--- src/rtl/net_fanout_fork.sv ---
// Registered stream fork: one source, a small input FIFO, and FANOUT independent
// valid/ready sinks. The head word retires only once every sink has taken it.
module net_fanout_fork #(
    parameter int unsigned WIDTH  = 8,
    parameter int unsigned FANOUT = 20,
    parameter int unsigned DEPTH  = 2
) (
    input  logic                       clk,
    input  logic                       rst,
    input  logic                       in_valid,
    output logic                       in_ready,
    input  logic [WIDTH-1:0]           in_data,
    output logic [FANOUT-1:0]          out_valid,
    input  logic [FANOUT-1:0]          out_ready,
    output logic [WIDTH-1:0]           out_data,
    output logic [FANOUT-1:0]          pending,
    output logic [$clog2(DEPTH+1)-1:0] count
);

    localparam int unsigned CW = $clog2(DEPTH + 1);
    localparam int unsigned PW = (DEPTH > 1) ? $clog2(DEPTH) : 1;

    logic [WIDTH-1:0]  mem_q [DEPTH];
    logic [PW-1:0]     rd_ptr_q, rd_ptr_d;
    logic [PW-1:0]     wr_ptr_q, wr_ptr_d;
    logic [CW-1:0]     count_q, count_d;
    logic [FANOUT-1:0] done_q, done_d;

    logic              nonempty;
    logic              push;
    logic              retire;
    logic [FANOUT-1:0] take;

    function automatic logic [PW-1:0] wrap_inc(input logic [PW-1:0] p);
        return (p == PW'(DEPTH - 1)) ? '0 : p + 1'b1;
    endfunction

    // in_ready looks only at registered occupancy, so a full FIFO refuses a
    // push even while the head retires; this keeps out_ready off the source path.
    assign nonempty  = (count_q != '0);
    assign in_ready  = (count_q < CW'(DEPTH));
    assign push      = in_valid & in_ready;
    assign out_valid = {FANOUT{nonempty}} & ~done_q;
    assign pending   = out_valid;
    assign take      = out_valid & out_ready;
    assign retire    = nonempty & (&(done_q | take));
    assign out_data  = mem_q[rd_ptr_q];
    assign count     = count_q;

    always_comb begin
        rd_ptr_d = rd_ptr_q;
        wr_ptr_d = wr_ptr_q;
        count_d  = count_q;
        done_d   = done_q | take;
        if (push) begin
            wr_ptr_d = wrap_inc(wr_ptr_q);
        end
        if (retire) begin
            rd_ptr_d = wrap_inc(rd_ptr_q);
            done_d   = '0;
        end
        case ({push, retire})
            2'b10:   count_d = count_q + 1'b1;
            2'b01:   count_d = count_q - 1'b1;
            default: count_d = count_q;
        endcase
    end

    always_ff @(posedge clk or posedge rst) begin
        if (rst) begin
            rd_ptr_q <= '0;
            wr_ptr_q <= '0;
            count_q  <= '0;
            done_q   <= '0;
            for (int unsigned i = 0; i < DEPTH; i++) begin
                mem_q[i] <= '0;
            end
        end else begin
            rd_ptr_q <= rd_ptr_d;
            wr_ptr_q <= wr_ptr_d;
            count_q  <= count_d;
            done_q   <= done_d;
            if (push) begin
                mem_q[wr_ptr_q] <= in_data;
            end
        end
    end

endmodule

--- config.mk ---
export PLATFORM = sky130hd
export DESIGN_NAME = net_fanout_fork
export DESIGN_NICKNAME = d
export VERILOG_FILES = /design/src/rtl/net_fanout_fork.sv
export SDC_FILE = /design/constraint.sdc
export NUM_CORES = 1
export LEC_CHECK = 0
export ABC_AREA = 1
export BUFFER_PORTS_ARGS = -buffer_cell sky130_fd_sc_hd__clkbuf_2
export CAP_MARGIN = 20
export CELL_PAD_IN_SITES_DETAIL_PLACEMENT = 1
export CELL_PAD_IN_SITES_GLOBAL_PLACEMENT = 2
export CORE_AREA = 2 2 95 97
export DETAILED_ROUTE_END_ITERATION = 7
export DIE_AREA = 0 0 97 99
export PLACE_DENSITY_LB_ADDON = 0.3
export SYNTH_ARGS = -nofsm -noshare
export SYNTH_HDL_FRONTEND = slang
export SYNTH_SLANG_ARGS = --single-unit
export TNS_END_PERCENT = 30
--- constraint.sdc ---
create_clock -name clk -period 2.2 [get_ports clk]
set_input_delay 0.33 -clock clk [delete_from_list [all_inputs] [get_ports clk]]
set_output_delay 0.33 -clock clk [all_outputs]
set_load 0.005 [all_outputs]
Word level (Yosys, flattened, before mapping)
Cells that the tools add are included.

operators by class
  $add $sub $neg = 4
  order comparisons = 4
  equal/unequal tests = 2
  muxes and demuxes = 10
  bitwise operators = 8
  reduce and logical (&&, ||, !) cells = 4

operators by type and width
  operator                                                              number
  20-bit bitwise AND                                                    2
  8-bit 2-to-1 mux                                                      4
  20-bit 2-to-1 mux                                                     1
  20-bit NOT                                                            1
  20-bit bitwise OR                                                     1
  20-bit AND reduction                                                  1
  16-bit bitwise mux                                                    1
  8-bit demux with 1-bit select                                         1
  2-bit greater-or-equal comparator, second input constant              2
  1-bit NOT with 2-bit output                                           2
  2-bit one-hot mux with 2 select lines                                 1
  2-bit nonzero test                                                    2
  1-bit adder, second input constant                                    2
  2-bit by 1-bit adder with 2-bit output, second input constant         1
  1-bit bitwise AND                                                     2
  2-bit by 1-bit == test with 1-bit output, second input constant       1
  2-bit == test, second input constant                                  1
  2-bit by 1-bit < comparator with 1-bit output, second input constant  1
  2-bit < comparator, second input constant                             1
  1-bit 2-to-1 mux                                                      2
  2-bit by 1-bit subtractor with 2-bit output, second input constant    1
  1-bit logical AND                                                     1

word-level totals
  register bits after elaboration = 40
  input bits = 31

Logic depth before layout (Yosys ltp)
Gate-level depths: netlist of the first run.

  depth in word-level cells = 8
  depth in mapped cells = 13
  depth with buffers taken out = 12

Least setup slack after synthesis of the first run
No wires, ideal clock.

  path kind = flip-flop to flip-flop
  start = register count_q[0], in the netlist count[0]
  end = register count_q[1], in the netlist count[1]
  library setup time = 0.131 ns
  arrival = 1.749 ns
  data required time = 2.069 ns
  slack = 0.320 ns
  stages on the path, launching flop included = 14
  period minus slack after synthesis = 1.880 ns
  path through = dfrtp_1 -> inv_2 -> nand2_2 -> buf_4 -> nand2_1 -> nand2_1 -> inv_1 -> nor3_1 -> nand3b_1 -> nor2_1 -> ha_1 -> a21oi_1 -> o21ai_0 -> xor2_1

between the ends
  longest elaborated chain between the ends = 8

RTL lines
  element                                                                      RTL line  text
  start, declared                                                              26        logic [CW-1:0] count_q, count_d;
  start signal, assigned                                                       81        count_q <= count_d;
  2-bit nonzero test *                                                         40        assign nonempty = (count_q != '0);
  20-bit bitwise AND                                                           43        assign out_valid = {FANOUT{nonempty}} & ~done_q;
  20-bit bitwise AND                                                           45        assign take = out_valid & out_ready;
  20-bit bitwise OR                                                            46        assign retire = nonempty & (&(done_q | take));
  20-bit AND reduction                                                         46
  1-bit bitwise AND *                                                          46
  net retire                                                                   31        logic retire;
  2-bit by 1-bit == test with 1-bit output or 2-bit == test (tied branches)    62        case ({push, retire})
  2-bit one-hot mux with 2 select lines or 2-bit nonzero test (tied branches)  n/a

The timed path passes the listed nets; every way through them passes the cells marked *.
A chain may end at the register's enable or synchronous reset.

Worst setup path after layout of the first run
  start = register count_q[1], in the netlist count[1]
  end = register count_q[1], in the netlist count[1]

The elaborated chain is that of the path after synthesis.

==> results.sh, run 1 <==
export IMPL_outcome="finished, final reports clean"
export IMPL_cts_setup_buffers=0
export IMPL_clkSinkCount=40
export IMPL_finalCritPeriodShare=0.931
export IMPL_comb_power_share=0.492
export IMPL_crit_path_end_kind="flip-flop"
export IMPL_ys_warn_count=0
export IMPL_max_cap_violations=0
export IMPL_cts_tree="yes"
export IMPL_grtUsageTotal=0.121
export IMPL_leakage_nw=1.72
export IMPL_max_slew_margin=0.608
export IMPL_p_sw_mw=1.50
export IMPL_clkPwrFrac=0.180
export IMPL_insertion_delay_ns=0.29
export IMPL_rows=34
export IMPL_io_pins=82
export IMPL_ys_top_cells_by_area="dfrtp_1, nand2_1, inv_1"
export IMPL_final_setup_viol_count=0
export IMPL_clk_path_buf_depth=2
export IMPL_path_clk_slew_ns=0.08
export IMPL_clockRootBuffer="clkbuf_8"
export IMPL_h_tree_depth=2
export IMPL_crit_start="count[1]"
export IMPL_grt_max_degree=28
export IMPL_seqPwrFrac=0.328
export IMPL_place_inst=465
export IMPL_power_density_nw_per_um2=1360
export IMPL_yosysSeqAreaShare=0.461
export IMPL_fp_dieW_um=97
export IMPL_first_global_vias=1976
export IMPL_reg2reg_depth=13
export IMPL_syn_area_per_cell_um2=7.28
export IMPL_slew_viol_final=0
export IMPL_cp_arrival_ns=2.23
export IMPL_antenna_found_initial=0
export IMPL_wl_per_cell_um=11.9
export IMPL_drt_initial_drc_count=61
export IMPL_syn_to_final_growth_pct=25.4
export IMPL_critPathKind="flip-flop to flip-flop"
export IMPL_postCtsHoldBufs=0
export IMPL_die_h_um=99
export IMPL_crit_path_start_kind="flip-flop"
export IMPL_synth_cell_types=21
export IMPL_cts_resized=0
export IMPL_globalplace_congestion=0.716
export IMPL_syn_area_um2=2170
export IMPL_antenna_left=0
export IMPL_start_util=0.254
export IMPL_path_max_fanout=13
export IMPL_antennaDiodeCount=0
export IMPL_syn_nets=330
export IMPL_r2r_start="count[1]"
export IMPL_r2r_slack_ns=0.15
export IMPL_fin_crit_ns=2.05
export IMPL_peakVddDrop_mv=0.392
export IMPL_drcViolationCount=0
export IMPL_dr_total_vias=1923
export IMPL_syn_inst=298
export IMPL_ys_ff_latch=40
export IMPL_overflow=0
export IMPL_grt_pass1_wl_mm=9.50
export IMPL_core_um2=8550
export IMPL_worst_pin_slew_ns=0.588
export IMPL_die_area_um2=9600
export IMPL_max_freq_ghz=0.488
export IMPL_fin_skew_ns=0.00395
export IMPL_internal_power_mw=2.20
export IMPL_drtPass1Iterations=4
export IMPL_hp_class="input port to asynchronous set/reset pin"
export IMPL_portBuffers=81
export IMPL_switching_share=0.405
export IMPL_hold_violations=0
export IMPL_via_per_inst=4.07
export IMPL_drt_wl_total_mm=5.62
export IMPL_p_total_mw=3.70
export IMPL_drive_gt1_frac=0.318
export IMPL_yosys_area_top_type="dfrtp_1"
export IMPL_stdcell_count=473
export IMPL_netlist_area_leader_share=0.461
export IMPL_cts_made_buffers=5
export IMPL_crit_path_end="count[1]"
export IMPL_dpl_hpwl_mm=4.40
export IMPL_nNetsFinal=396
export IMPL_cp_required_ns=2.38
export IMPL_r2r_end="count[1]"
==> flip-flops by register name (all words and copies together) (netlist names) <==
name,count
done_q,20
mem_q,16
count,2
rd_ptr_q,1
wr_ptr_q,1
==> routing by layer <==
metal  routed length [µm]  vias up  GRT usage
met2                 2690       51      0.208
met1                 2590      877      0.155
met3                  284        5     0.0277
li1                     -      990          -
met5                    0        -          0
met4                   57        0     0.0325
==> logic make-up (layout without fill, tap and decap cells) <==
group / count (synthesis) / in the layout / synth area share
XOR/XNOR: 2 / 2 / 0.00808
AND/OR/NAND/NOR: 151 / 151 / 0.285
flip-flops: 40 / 40 / 0.461
adder cells (fa/ha/maj): 1 / 1 / 0.00577
buffers and inverters: 82 / 149 / 0.189
AO/OA/AOI/OAI: 22 / 22 / 0.0508
==> worst min-delay path by stage <==
stage,endpoint
CTS,mem_q[14]
finish,mem_q[14]
global route,done_q[18]
global placement,mem_q[14]
detailed placement,mem_q[14]
floorplan,mem_q[3]
==> synth_stat cells <==
cell       n
clkinv_1   1
nand3_1    5
nand2_2    1
clkbuf_1   6
ha_1       1
buf_6      3
nand3b_1   1
or2_2      1
xnor2_1    1
nand2_1   88
nor3_1     2
nand4_1    3
buf_4     21
o21ai_0   20
xor2_1     1
a21oi_1    2
inv_2      3
nor2_1    39
dfrtp_1   40
nor2_2    11
inv_1     48
==> worst max-delay path, cell delays in order, from the launching register on <==
cell,delay (ns)
dfrtp_1,0.37
inv_2,0.06
nand2_4,0.12
buf_12,0.14
nand2_1,0.05
nand2_1,0.08
nand2_1,0.08
nor3_1,0.15
nand3b_1,0.12
nor2_2,0.11
ha_1,0.26
a21oi_1,0.13
o21ai_0,0.12
xor2_1,0.15
==> placed cells by master (no fill, tap or decap) <==
cell,netlist,routed
nand2_1,88,88
clkbuf_2,0,81
inv_1,48,47
dfrtp_1,40,40
nor2_1,39,38
o21ai_0,20,20
nor2_2,11,12
clkbuf_8,0,7
buf_4,21,6
nand3_1,5,5
inv_2,3,4
nand4_1,3,3
a21oi_1,2,2
buf_12,0,2
or2_2,1,1
nand2_4,0,1
nor3_2,0,1
nor3_1,2,1
nand3b_1,1,1
clkinv_1,1,1
xor2_1,1,1
xnor2_1,1,1
ha_1,1,1
bufinv_16,0,1
==> power by group through the flow <==
stage	combinational [mW]	sequential [mW]	clock (mW)
floorplan	1.30	1.18	0
global placement	1.82	1.22	0
detailed placement	1.85	1.23	0
CTS	1.86	1.22	0.693
global route	2.11	1.26	0.717
finish	1.82	1.21	0.667
==> layout make-up <==
class / count / area, µm²
Fill cell: 1100 / 5830
Sequential cell: 40 / 1000
Multi-Input combinational cell: 176 / 772
Timing Repair Buffer: 89 / 490
Inverter: 52 / 195
Tap cell: 108 / 135
Clock buffer: 7 / 96.3
Clock inverter: 1 / 30.0
==> stage by stage <==
| step | area [µm²] | setup WS (ns) | utilization | setup TNS [ns] | hold WS (ns) |
|---|---|---|---|---|---|
| global placement | 2580 | 0.143 | 0.302 | 0 | 0.425 |
| detailed placement | 2580 | 0.0599 | 0.302 | 0 | 0.427 |
| floorplan | 2170 | 0.320 | - | 0 | 0.453 |
| CTS | 2710 | 0.0407 | 0.317 | 0 | 0.0934 |
| global route | 2720 | -0.00368 | 0.318 | -0.00368 | 0.116 |
| finish | 2720 | 0.151 | 0.318 | 0 | 0.0711 |
Note: power is estimated with default switching activity, not from simulation.
==> run 2, diff against run 1 <==
--- a/config.mk
+++ b/config.mk
@@ -13,2 +13,3 @@
 export CORE_AREA = 2 2 95 97
+export CTS_BUF_LIST = sky130_fd_sc_hd__clkbuf_16
 export DETAILED_ROUTE_END_ITERATION = 7
==> constraint.sdc (replaced) <==
create_clock -name clk -period 2.2 [get_ports clk]
set_input_delay 0 -clock clk [delete_from_list [all_inputs] [get_ports clk]]
set_output_delay 0 -clock clk [all_outputs]
set_load 0.005 [all_outputs]
==> results.sh, run 2 (synthesis gave the netlist of run 1 again) <==
export IMPL_drive_gt1_frac=0.307
export IMPL_antenna_found_initial=0
export IMPL_cp_required_ns=2.36
export IMPL_cp_slowest_stage_delay_ns=0.37
export IMPL_r2r_start="count[1]"
export IMPL_cpMaxStageDelayCell="dfrtp_1"
export IMPL_power_density_nw_per_um2=1330
export IMPL_crit_path_end="count[1]"
export IMPL_crit_start="count[1]"
export IMPL_reg2reg_depth=13
export IMPL_dp_slack_ns=0.0735
export IMPL_clockRootBuffer="clkbuf_16"
export IMPL_start_util=0.254
export IMPL_drcViolationCount=0
export IMPL_antennaDiodeCount=0
export IMPL_hp_class="input port to flip-flop"
export IMPL_register_area_um2=1000
export IMPL_fin_tns_setup_ns=0
export IMPL_grt_pass1_wl_mm=9.34
export IMPL_grtUsageTotal=0.120
export IMPL_max_cap_violations=0
export IMPL_fin_skew_ns=0.00385
export IMPL_overflow=0
export IMPL_largest_reg_flops=20
export IMPL_num_fill_cells=1085
export IMPL_grt_max_degree=41
export IMPL_crit_top_cell="nand2_1"
export IMPL_cp_arrival_ns=2.17
export IMPL_fp_dieW_um=97
export IMPL_leakage_nw=1.77
export IMPL_r2r_end="count[1]"
export IMPL_crit_path_start_kind="flip-flop"
export IMPL_die_h_um=99
export IMPL_crit_path_end_kind="flip-flop"
export IMPL_rows=34
export IMPL_max_slew_margin=0.414
export IMPL_layout_cells_most_common="nand2_1"
export IMPL_globalplace_congestion=0.697
export IMPL_insertion_delay_ns=0.28
export IMPL_path_depth=13
export IMPL_via_per_inst=4.06
export IMPL_fin_crit_ns=2.01
export IMPL_multiInputGateArea_um2=779
export IMPL_final_setup_viol_count=0
export IMPL_critPathKind="flip-flop to flip-flop"
export IMPL_drt_initial_drc_count=22
export IMPL_finalCritPeriodShare=0.916
export IMPL_clkSinkCount=40
export IMPL_drt_wl_total_mm=5.63
export IMPL_drtPass1Iterations=4
export IMPL_crit_chain="inv_2, nand2_4, buf_12, nand2_1, nand2_1, inv_1, nor3_2, nand3b_1, nor2_2, ha_1, a21oi_1, o21ai_1, xor2_1"
export IMPL_worst_pin_slew_ns=0.877
export IMPL_finalWorstSetupSlack_ns=0.186
export IMPL_fin_area_um2=2840
export IMPL_nNetsFinal=405
export IMPL_h_tree_depth=2
export IMPL_path_max_fanout=13
export IMPL_antenna_left=0
export IMPL_cts_made_buffers=5
export IMPL_first_global_vias=1931
export IMPL_path_clk_slew_ns=0.06
export IMPL_largest_register="done_q"
export IMPL_wl_per_cell_um=11.7
export IMPL_crit_family="simple AND/OR/NAND/NOR gates"
export IMPL_rsz0062_at_grt="false"
export IMPL_clk_path_buf_depth=2
export IMPL_portBuffers=81
export IMPL_r2r_slack_ns=0.19
export IMPL_max_freq_ghz=0.496
export IMPL_outcome="finished, final reports clean"
export IMPL_dpl_hpwl_mm=4.20
export IMPL_slew_viol_final=0
export IMPL_layout_common_cells="nand2_1, clkbuf_2, inv_1"
export IMPL_crit_buf_inv=3
export IMPL_dr_total_vias=1955
export IMPL_hold_violations=0
export IMPL_io_pins=82
export IMPL_cts_tree="yes"
export IMPL_peakVddDrop_mv=0.395
export IMPL_syn_to_final_growth_pct=30.9
export IMPL_placed_cell_area_um2=2570
export IMPL_core_um2=8550
export IMPL_die_area_um2=9600
==> run 2: what timing repair did <==
action / 4_1_cts / 5_1_grt
endpoints found under the hold margin: 56 / 0
buffers inserted: 0 / 2
hold buffers: 9 / 0
gates resized for setup: 0 / 6
setup endpoints to repair: 0 / 1
==> run 2: how the worst min path moves through the flow <==
stage	start	endpoint	slack (ns)	depth (start not counted)
final	in_valid	wr_ptr_q	0.03	4
after global routing	out_ready[12]	done_q[12]	0.06	5
after CTS	in_valid	wr_ptr_q	0.04	4
after detailed placement	rst	mem_q[14]	0.24	2
after global placement	rst	done_q[18]	0.24	2
after floorplan	in_data[0]	mem_q[0]	0.16	2
==> run 2: cell type report <==
cell class              instances  area share
clock buffers                   5      0.0441
clock inverters                 3     0.00396
flip-flops and latches         40       0.352
inverters                      52      0.0687
multi-input cells             176       0.274
repair buffers                 98       0.209
well taps                     108      0.0476
==> run 2: worst register-to-register path: stages (launching register included) <==
cell and delay (ns):
dfrtp_1 0.37, inv_2 0.06, nand2_4 0.10, buf_12 0.14, nand2_1 0.05, nand2_1 0.08, inv_1 0.07, nor3_2 0.16
nand3b_1 0.11, nor2_2 0.13, ha_1 0.26, a21oi_1 0.12, o21ai_1 0.09, xor2_1 0.15
==> run 2: per-stage QoR <==
step | total power [mW] | instances | hold slack (ns) | util
5_1_grt | 4.16 | 482 | 0.0613 | 0.332
6_report | 3.79 | 482 | 0.0317 | 0.332
2_1_floorplan | 2.48 | 298 | 0.161 | -
4_1_cts | 3.79 | 480 | 0.0384 | 0.327
3_5_place_dp | 3.07 | 463 | 0.241 | 0.300
3_3_place_gp | 3.04 | 463 | 0.243 | 0.300
==> run 2: where the power goes <==
group | switching (mW) | leakage, nW | internal, mW
registers | 0.179 | 0.445 | 1.04
clock network | 0.273 | 0.0738 | 0.408
logic | 1.07 | 1.25 | 0.824
==> run 2: routing by layer <==
metal,GRT usage,share of wire
met5,0,0
met4,0.0358,0.010
met3,0.0248,0.045
met2,0.208,0.49
met1,0.151,0.46
